## src/rtl/mem_arb_pkg.sv

```systemverilog
// Shared types and constants for the two-port memory arbiter.
package mem_arb_pkg;

    typedef logic port_id_t;

    localparam port_id_t PORT_FETCH = 1'b0;
    localparam port_id_t PORT_DATA  = 1'b1;
    localparam int       NUM_PORTS  = 2;

endpackage

```

## src/rtl/id_fifo.sv

```systemverilog
// In-order FIFO of requester IDs; one entry per accepted-but-unanswered request.
import mem_arb_pkg::*;

module id_fifo #(
    parameter  int DEPTH = 2,
    localparam int CW    = $clog2(DEPTH + 1)
) (
    input  logic          clk,
    input  logic          reset,
    input  logic          push_i,
    input  port_id_t      push_id_i,
    input  logic          pop_i,
    output port_id_t      head_id_o,
    output logic [CW-1:0] count_o,
    output logic          full_o,
    output logic          empty_o
);

    localparam int PW = (DEPTH > 1) ? $clog2(DEPTH) : 1;

    port_id_t      mem_q [DEPTH];
    logic [PW-1:0] wr_ptr_q, wr_ptr_d;
    logic [PW-1:0] rd_ptr_q, rd_ptr_d;
    logic [CW-1:0] count_q, count_d;

    // Pointers wrap at DEPTH, which need not be a power of two.
    function automatic logic [PW-1:0] ptr_inc(input logic [PW-1:0] p);
        return (p == PW'(DEPTH - 1)) ? '0 : p + 1'b1;
    endfunction

    always_comb begin
        wr_ptr_d = push_i ? ptr_inc(wr_ptr_q) : wr_ptr_q;
        rd_ptr_d = pop_i  ? ptr_inc(rd_ptr_q) : rd_ptr_q;
        count_d  = count_q;
        case ({push_i, pop_i})
            2'b10:   count_d = count_q + CW'(1);
            2'b01:   count_d = count_q - CW'(1);
            default: count_d = count_q;
        endcase
    end

    always_ff @(posedge clk or posedge reset) begin
        if (reset) begin
            wr_ptr_q <= '0;
            rd_ptr_q <= '0;
            count_q  <= '0;
            for (int i = 0; i < DEPTH; i++) mem_q[i] <= PORT_FETCH;
        end else begin
            wr_ptr_q <= wr_ptr_d;
            rd_ptr_q <= rd_ptr_d;
            count_q  <= count_d;
            if (push_i) mem_q[wr_ptr_q] <= push_id_i;
        end
    end

    assign head_id_o = mem_q[rd_ptr_q];
    assign count_o   = count_q;
    assign full_o    = (count_q == CW'(DEPTH));
    assign empty_o   = (count_q == '0);

endmodule

```

## src/rtl/mem_port_arbiter.sv

```systemverilog
// Shares one valid/ready memory port between fetch (p0) and load/store (p1).
// MEM_ARB_RR_EN selects round-robin on conflict; otherwise p1 has fixed priority.
import mem_arb_pkg::*;

module mem_port_arbiter #(
    parameter int ADDR_W          = 32,
    parameter int DATA_W          = 32,
    parameter int MAX_OUTSTANDING = 2
) (
    input  logic              clk,
    input  logic              reset,
    input  logic              p0_req_valid,
    output logic              p0_req_ready,
    input  logic [ADDR_W-1:0] p0_req_addr,
    input  logic              p0_req_we,
    input  logic [DATA_W-1:0] p0_req_wdata,
    output logic              p0_resp_valid,
    input  logic              p0_resp_ready,
    output logic [DATA_W-1:0] p0_resp_data,
    input  logic              p1_req_valid,
    output logic              p1_req_ready,
    input  logic [ADDR_W-1:0] p1_req_addr,
    input  logic              p1_req_we,
    input  logic [DATA_W-1:0] p1_req_wdata,
    output logic              p1_resp_valid,
    input  logic              p1_resp_ready,
    output logic [DATA_W-1:0] p1_resp_data,
    output logic              mem_req_valid,
    input  logic              mem_req_ready,
    output logic [ADDR_W-1:0] mem_req_addr,
    output logic              mem_req_we,
    output logic [DATA_W-1:0] mem_req_wdata,
    input  logic              mem_resp_valid,
    output logic              mem_resp_ready,
    input  logic [DATA_W-1:0] mem_resp_data,
    output logic              err_spurious_resp
);

    localparam int CW = $clog2(MAX_OUTSTANDING + 1);

    logic [NUM_PORTS-1:0] req_v;
    port_id_t             grant, head_id;
    port_id_t             lock_id_q, lock_id_d, last_grant_q, last_grant_d;
    logic                 lock_q, lock_d, err_q, err_d;
    logic                 no_slot, req_fire, resp_pop;
    logic                 fifo_full, fifo_empty;
    logic [CW-1:0]        fifo_count;

    assign req_v = {p1_req_valid, p0_req_valid};

    always_comb begin
        grant = PORT_FETCH;
        if (lock_q) begin
            grant = lock_id_q;
        end else if (&req_v) begin
`ifdef MEM_ARB_RR_EN
            grant = ~last_grant_q;
`else
            grant = PORT_DATA;
`endif
        end else if (req_v[PORT_DATA]) begin
            grant = PORT_DATA;
        end
    end

    // A pop this cycle does not open a slot until the count register updates.
    assign no_slot       = (fifo_count == CW'(MAX_OUTSTANDING));
    assign mem_req_valid = req_v[grant] && !no_slot;
    assign mem_req_addr  = (grant == PORT_DATA) ? p1_req_addr  : p0_req_addr;
    assign mem_req_we    = (grant == PORT_DATA) ? p1_req_we    : p0_req_we;
    assign mem_req_wdata = (grant == PORT_DATA) ? p1_req_wdata : p0_req_wdata;
    assign req_fire      = mem_req_valid && mem_req_ready;

    assign p0_req_ready = req_fire && !fifo_full && (grant == PORT_FETCH);
    assign p1_req_ready = req_fire && !fifo_full && (grant == PORT_DATA);

    always_comb begin
        lock_d       = lock_q;
        lock_id_d    = lock_id_q;
        last_grant_d = last_grant_q;
        if (req_fire) begin
            lock_d       = 1'b0;
            last_grant_d = grant;
        end else if (mem_req_valid) begin
            lock_d    = 1'b1;
            lock_id_d = grant;
        end
    end

    // With nothing outstanding, a response is swallowed and flagged.
    assign p0_resp_valid  = mem_resp_valid && !fifo_empty && (head_id == PORT_FETCH);
    assign p1_resp_valid  = mem_resp_valid && !fifo_empty && (head_id == PORT_DATA);
    assign p0_resp_data   = mem_resp_data;
    assign p1_resp_data   = mem_resp_data;
    assign mem_resp_ready = fifo_empty ? mem_resp_valid
                          : ((head_id == PORT_DATA) ? p1_resp_ready : p0_resp_ready);
    assign resp_pop       = mem_resp_valid && mem_resp_ready && !fifo_empty;
    assign err_d          = err_q || (mem_resp_valid && fifo_empty);

    always_ff @(posedge clk or posedge reset) begin
        if (reset) begin
            lock_q       <= 1'b0;
            lock_id_q    <= PORT_FETCH;
            last_grant_q <= PORT_DATA;
            err_q        <= 1'b0;
        end else begin
            lock_q       <= lock_d;
            lock_id_q    <= lock_id_d;
            last_grant_q <= last_grant_d;
            err_q        <= err_d;
        end
    end

    assign err_spurious_resp = err_q;

    id_fifo #(.DEPTH(MAX_OUTSTANDING)) u_id_fifo (
        .clk       (clk),
        .reset     (reset),
        .push_i    (req_fire),
        .push_id_i (grant),
        .pop_i     (resp_pop),
        .head_id_o (head_id),
        .count_o   (fifo_count),
        .full_o    (fifo_full),
        .empty_o   (fifo_empty)
    );

endmodule

```

## config.mk

```make
export PLATFORM = sky130hd
export DESIGN_NAME = mem_port_arbiter
export DESIGN_NICKNAME = d
export VERILOG_FILES = /design/src/rtl/mem_arb_pkg.sv /design/src/rtl/id_fifo.sv /design/src/rtl/mem_port_arbiter.sv
export SDC_FILE = /design/constraint.sdc
export NUM_CORES = 1
export LEC_CHECK = 0
export ABC_AREA = 0
export BUFFER_PORTS_ARGS = -buffer_cell sky130_fd_sc_hd__buf_2
export CAP_MARGIN = 25
export CORE_AREA = 4 4 116 118
export CTS_CLUSTER_SIZE = 12
export DETAILED_ROUTE_END_ITERATION = 10
export DIE_AREA = 0 0 120 122
export MAX_ROUTING_LAYER = met4
export PLACE_DENSITY = 0.48
export SLEW_MARGIN = 20
export SYNTH_ARGS = -nofsm -noshare
export SYNTH_HDL_FRONTEND = slang
export SYNTH_SLANG_ARGS = --single-unit
```

## constraint.sdc

```tcl
create_clock -name clk -period 3.5 [get_ports clk]
set_input_delay 1.05 -clock clk [delete_from_list [all_inputs] [get_ports clk]]
set_output_delay 1.05 -clock clk [all_outputs]
set_load 0.05 [all_outputs]
```

==> run_results.csv, run 1 <==
group,metric,value,unit
outcome,status,"finished, final reports clean",
routing,via_count,1773,
global_route,grtUsageTotal,0.08694,
final_layout,layout_common_cells,"buf_2 (209), mux2_2 (60), dfrtp_1 (9)",
logic_synthesis,synth_seq_cells,9,
power_and_ir_drop,report.power.total,2555,uW
setup_path,cp-end-kind,"primary output",
routing,wirelength,7284,um
final_layout,final_nets,496,
setup_path,worstSetupPathType,"in2out",
final_layout,drive_gt1_frac,0.8735,
setup_path,reg2reg_depth,6,
global_route,grt_use_met3,0.01996,
floorplanning,die_w,120,um
sta,rsz0062_at_grt,"no",
sta,fmax,298.5,MHz
flow_run,max_cap_violations,0,
floorplanning,die_area,14640,um^2
global_route,grt_start_max_net_pins,53,
power_and_ir_drop,p_per_area,979.5,nW/um^2
floorplanning,start_util,0.1438,
clocking,cts_tree,"done",
power_and_ir_drop,vdd_drop_max,0.0002773,V
routing,vias_per_cell,3.575,
sta,slew_headroom,0.7725,
global_route,use_met1,0.08841,
routing,drcViolationCount,0,
logic_synthesis,synthesis.area,1793,um^2
routing,ant_nets,0,
global_route,grt_most_used_layer,"met2",
sta,skew,0.001051,ns
logic_synthesis,post_synth.cell_area_avg,10.02,um^2
floorplanning,ios,306,
setup_path,crit_path_start,"p1_req_valid",
logic_synthesis,yosys_warnings,0,
setup_path,reg2reg_slack,1.61,ns
final_layout,n_antenna_cell,0,
placement,port_buffers,209,
routing,dr.pass1.iters,4,
min_path,hold_class,"reg2reg",
placement,gp_congestion,0.7739,
clocking,postCtsResizedCells,0,
sta,fin_tns_setup,0,ns
sta,maxSlewViolCount,0,
clocking,cts_max_level,1,
floorplanning,core,12470,um^2
setup_path,cp.arrival,2.30,ns
global_route,grt_pass1_vias,1766,
logic_synthesis,ys_types,25,
final_layout,instances_no_fill,496,
sta,setup_viol,0,
final_layout,final_util,0.2093,
setup_path,reg2reg_to,"u_id_fifo.count_o[1]",
final_layout,final_common_cell,"buf_2",
routing,drt_iter0_drc,17,
clocking,clkTransAtPathRegs,0.04,ns
logic_synthesis,syn_nets,350,
sta,hold_ws,0.4662,ns
global_route,met2_usage,0.1658,
final_layout,synthToLayoutAreaGrowth,45.50,%
clocking,cts_root_buf,"clkbuf_16",
sta,hold_violations,0,
placement,place_inst,492,
sta,period_share,0.9570,
routing,wl_per_cell,14.69,um
global_route,grt_overflow_total,0,
global_route,grt_pass1_wl,9708,um
global_route,antenna_found_initial,1,
setup_path,crit_required,2.45,ns
sta,tightest_slew,0.3317,ns
setup_path,crit_path_end,"mem_req_addr[4]",
floorplanning,rows,41,
clocking,postCtsSetupRepairBufs,0,
setup_path,startpoint_type,"input port",
sta,final.min_clock_period,3.350,ns
floorplanning,die_h,122,um
logic_synthesis,synth-seq-area-share,0.1256,
final_layout,fill_cells,1389,
clocking,postCtsHoldBufs,0,
placement,hpwl,6607,um
clocking,cts.sinks,9,
setup_path,crit_fanout,52,
clocking,clk_path_buf_depth,2,
setup_path,reg2reg_from,"lock_q",
power_and_ir_drop,leakage,0.001355,uW
clocking,numCtsBuffers,3,
logic_synthesis,syn_inst,179,
clocking,clkLatencyLatePin,0.23,ns
[flip-flops by register name, indices dropped and copies added, names as in the netlist]
| name | flops |
|---|---|
| err_spurious_resp | 1 |
| lock_id_q | 1 |
| lock_q | 1 |
| u_id_fifo.count_o | 2 |
| u_id_fifo.mem_q | 2 |
| u_id_fifo.rd_ptr_q | 1 |
| u_id_fifo.wr_ptr_q | 1 |
[final cells by class]
| cell class | instances | area (um^2) | share of cell area |
|---|---|---|---|
| tap | 172 | 215.2 | 0.08249 |
| timing repair buffer | 212 | 1081 | 0.4144 |
| multi-input combinational | 96 | 997.2 | 0.3823 |
| inverter | 3 | 11.26 | 0.004317 |
| sequential | 9 | 225.2 | 0.08633 |
| clock buffer | 4 | 78.83 | 0.03022 |
[layer usage]
metal | part of all wire | routed length, um
met5 | 0 | 0
met4 | 0.015 | 110
met3 | 0.11 | 816
met2 | 0.54 | 3904
met1 | 0.34 | 2452
[cell usage after synthesis]
library cell,count,share of area
buf_4,64,0.27
mux2_2,60,0.38
dfrtp_1,9,0.13
buf_6,7,0.044
mux2_4,5,0.042
nor2_1,5,0.010
inv_1,3,0.0063
mux2i_1,3,0.017
xnor2_1,3,0.015
a31oi_1,2,0.0070
nor2b_1,2,0.0070
o21ai_0,2,0.0056
xor2_1,2,0.0098
a21boi_0,1,0.0042
a21o_1,1,0.0042
a21oi_1,1,0.0028
a41oi_1,1,0.0049
ha_1,1,0.0070
mux2i_4,1,0.013
nand2b_1,1,0.0035
o2111ai_2,1,0.0084
o211a_2,1,0.0056
o21a_1,1,0.0042
o31ai_1,1,0.0042
or3b_1,1,0.0049
[power by group]
part           total (uW)  leakage, uW  internal (uW)  switching, uW
registers             206     0.000100            153           53.4
clock network         200    0.0000382            152           48.1
logic                2150      0.00122            683           1470
total                2560      0.00135            988           1570
[per-stage QoR]
stage                     setup slack [ns]  area, um^2
after floorplan                     0.1831        1793
after global placement              0.1627        2530
after detailed placement            0.1389        2530
after CTS                           0.1407        2609
after global routing                0.1041        2609
final                               0.1503        2609
[logic make-up after synthesis]
group                    share of synthesized area
XOR/XNOR                                   0.02443
flip-flops                                  0.1256
buffers and inverters                       0.3182
adder cells (fa/ha/maj)                   0.006977
AND/OR/NAND/NOR                            0.02582
AO/OA/AOI/OAI                              0.05094
multiplexers                                0.4480
[worst min path at each step]
stage / start / to / slack [ns] / depth (start not counted)
final: err_spurious_resp / err_spurious_resp / 0.47 / 1
after global placement: err_spurious_resp / err_spurious_resp / 0.45 / 1
after global routing: err_spurious_resp / err_spurious_resp / 0.48 / 1
after CTS: err_spurious_resp / err_spurious_resp / 0.46 / 1
after detailed placement: err_spurious_resp / err_spurious_resp / 0.45 / 1
after floorplan: u_id_fifo.rd_ptr_q / u_id_fifo.rd_ptr_q / 0.46 / 1
[critical path, cell delays in order]
cell and delay, ns:
buf_2 0.13, mux2i_4 0.18, buf_12 0.28, mux2_2 0.41, buf_2 0.22
No activity file was read; power rests on OpenSTA's default activity.
==> run 2: changes to the inputs <==
--- a/config.mk
+++ b/config.mk
@@ -8,12 +8,14 @@
 export ABC_AREA = 0
 export BUFFER_PORTS_ARGS = -buffer_cell sky130_fd_sc_hd__buf_2
 export CAP_MARGIN = 25
-export CORE_AREA = 4 4 116 118
+export CELL_PAD_IN_SITES_DETAIL_PLACEMENT = 0
+export CELL_PAD_IN_SITES_GLOBAL_PLACEMENT = 1
+export CORE_AREA = 4 4 118 120
 export CTS_CLUSTER_SIZE = 12
 export DETAILED_ROUTE_END_ITERATION = 10
-export DIE_AREA = 0 0 120 122
+export DIE_AREA = 0 0 122 124
 export MAX_ROUTING_LAYER = met4
-export PLACE_DENSITY = 0.48
+export PLACE_DENSITY = 0.71
 export SLEW_MARGIN = 20
 export SYNTH_ARGS = -nofsm -noshare
 export SYNTH_HDL_FRONTEND = slang
==> run 2 against run 1 <==
Compared with the run above:
- core utilization fell by 0.79 points
- count of clock-buffer cells in the layout did not move
- combinational power barely moved
- register-to-register slack improved by 0.05 ns
- first-iteration DRC count rose by 53%
==> run_results.csv, run 2 (synthesis results as in run 1) <==
group,metric,value,unit
floorplanning,die_w,122,um
routing,drcViolationCount,0,
routing,ant_nets,0,
global_route,grtUsageTotal,0.06971,
floorplanning,rows,42,
routing,drt_iter0_drc,26,
clocking,clkLatencyLatePin,0.23,ns
sta,maxSlewViolCount,0,
sta,slew_headroom,0.7692,
global_route,grt_overflow_total,0,
floorplanning,ios,306,
clocking,clk_path_buf_depth,2,
sta,final.min_clock_period,3.338,ns
sta,setup_viol,0,
clocking,cts_tree,"done",
final_layout,final_common_cell,"buf_2",
sta,hold_violations,0,
sta,rsz0062_at_grt,"no",
placement,gp_congestion,0.7994,
clocking,postCtsResizedCells,0,
min_path,holdPathStages,1,
routing,wl_per_cell,13.02,um
min_path,min_to,"err_spurious_resp",
final_layout,final_nets,496,
setup_path,cp-end-kind,"primary output",
final_layout,drive_gt1_frac,0.8735,
power_and_ir_drop,p_per_area,972.8,nW/um^2
clocking,cts_max_level,1,
global_route,antenna_found_initial,0,
sta,fin_tns_setup,0,ns
power_and_ir_drop,vdd_drop_max,0.0002306,V
routing,vias_per_cell,3.614,
final_layout,n_antenna_cell,0,
placement,hpwl,5808,um
clocking,postCtsSetupRepairBufs,0,
floorplanning,die_h,124,um
setup_path,startpoint_type,"input port",
power_and_ir_drop,leakage,0.001355,uW
routing,dr.pass1.iters,4,
setup_path,reg2reg_depth,6,
flow_run,max_cap_violations,0,
final_layout,synthToLayoutAreaGrowth,45.78,%
final_layout,layout_common_cells,"buf_2 (209), mux2_2 (60), dfrtp_1 (9)",
outcome,status,"finished, final reports clean",
routing,via_count,1807,
placement,dpl_cell_area,2535,um^2
setup_path,crit_required,2.45,ns
setup_path,crit_fanout,50,
min_path,hold_class,"reg2reg",
final_layout,final_area,2614,um^2
global_route,grt_start_max_net_pins,51,
setup_path,worstSetupPathType,"in2out",
sta,tightest_slew,0.3458,ns
clocking,cts_root_buf,"clkbuf_16",
floorplanning,start_util,0.1381,
clocking,numCtsBuffers,3,
sta,skew,0.001199,ns
min_path,hp-start,"err_spurious_resp",
sta,period_share,0.9536,
clocking,cts.sinks,9,
sta,fmax,299.6,MHz
clocking,postCtsHoldBufs,0,
routing,wirelength,6510,um
setup_path,reg2reg_from,"lock_q",
clocking,clkTransAtPathRegs,0.04,ns
placement,port_buffers,209,
floorplanning,die_area,15130,um^2
global_route,grt_pass1_wl,8045,um
setup_path,cp.arrival,2.29,ns
global_route,grt_pass1_vias,1689,
setup_path,reg2reg_to,"u_id_fifo.count_o[1]",
floorplanning,core,12980,um^2
power_and_ir_drop,report.power.total,2543,uW
setup_path,reg2reg_slack,1.66,ns
-- run 2: cell counts in the layout (fill, tap and decap cells not counted) --
No cell type changed its count.
-- run 2: area by class of cell --
type / instances / area [um^2]
repair buffers: 212 / 1081
inverters: 3 / 11.26
multi-input cells: 96 / 997.2
well taps: 176 / 220.2
fillers: 1444 / 10370
flip-flops and latches: 9 / 225.2
clock buffers: 4 / 78.83
-- run 2: power by group --
| group | leakage (uW) | switching [uW] | internal [uW] | total [uW] |
|---|---|---|---|---|
| Sequential | 0.000100 | 51.1 | 153 | 204 |
| Clock | 0.0000382 | 48.1 | 152 | 200 |
| Combinational | 0.00122 | 1460 | 682 | 2140 |
-- run 2: worst max-delay path by stage --
stage	start	endpoint	slack (ns)
global placement	p1_req_valid	mem_req_addr[6]	0.18
floorplan	p0_req_valid	p0_req_ready	0.18
finish	p1_req_valid	mem_req_wdata[6]	0.16
global route	p1_req_valid	mem_req_wdata[6]	0.13
detailed placement	p1_req_valid	mem_req_addr[6]	0.16
CTS	p1_req_valid	mem_req_addr[6]	0.15
-- run 2: per-stage QoR --
step / setup WS [ns] / utilization / instances / hold slack [ns]
detailed placement: 0.1607 / 0.1953 / 496 / 0.4460
global placement: 0.1795 / 0.1953 / 496 / 0.4357
finish: 0.1624 / 0.2014 / 500 / 0.4477
CTS: 0.1533 / 0.2014 / 500 / 0.4533
floorplan: 0.1831 / - / 179 / 0.4633
global route: 0.1293 / 0.2014 / 500 / 0.4794
-- run 2: worst max-delay path, cell delays in order --
cell and delay, ns:
buf_2 0.13, mux2i_4 0.19, buf_12 0.28, mux2_2 0.38
buf_2 0.21
-- run 2: layer usage --
layer,vias to the layer above,part of all wire,GRT usage
met5,-,0,-
met4,0,0.033,0.03361
met3,24,0.17,0.02906
met2,161,0.48,0.1212
met1,773,0.32,0.06749
li1,849,-,-
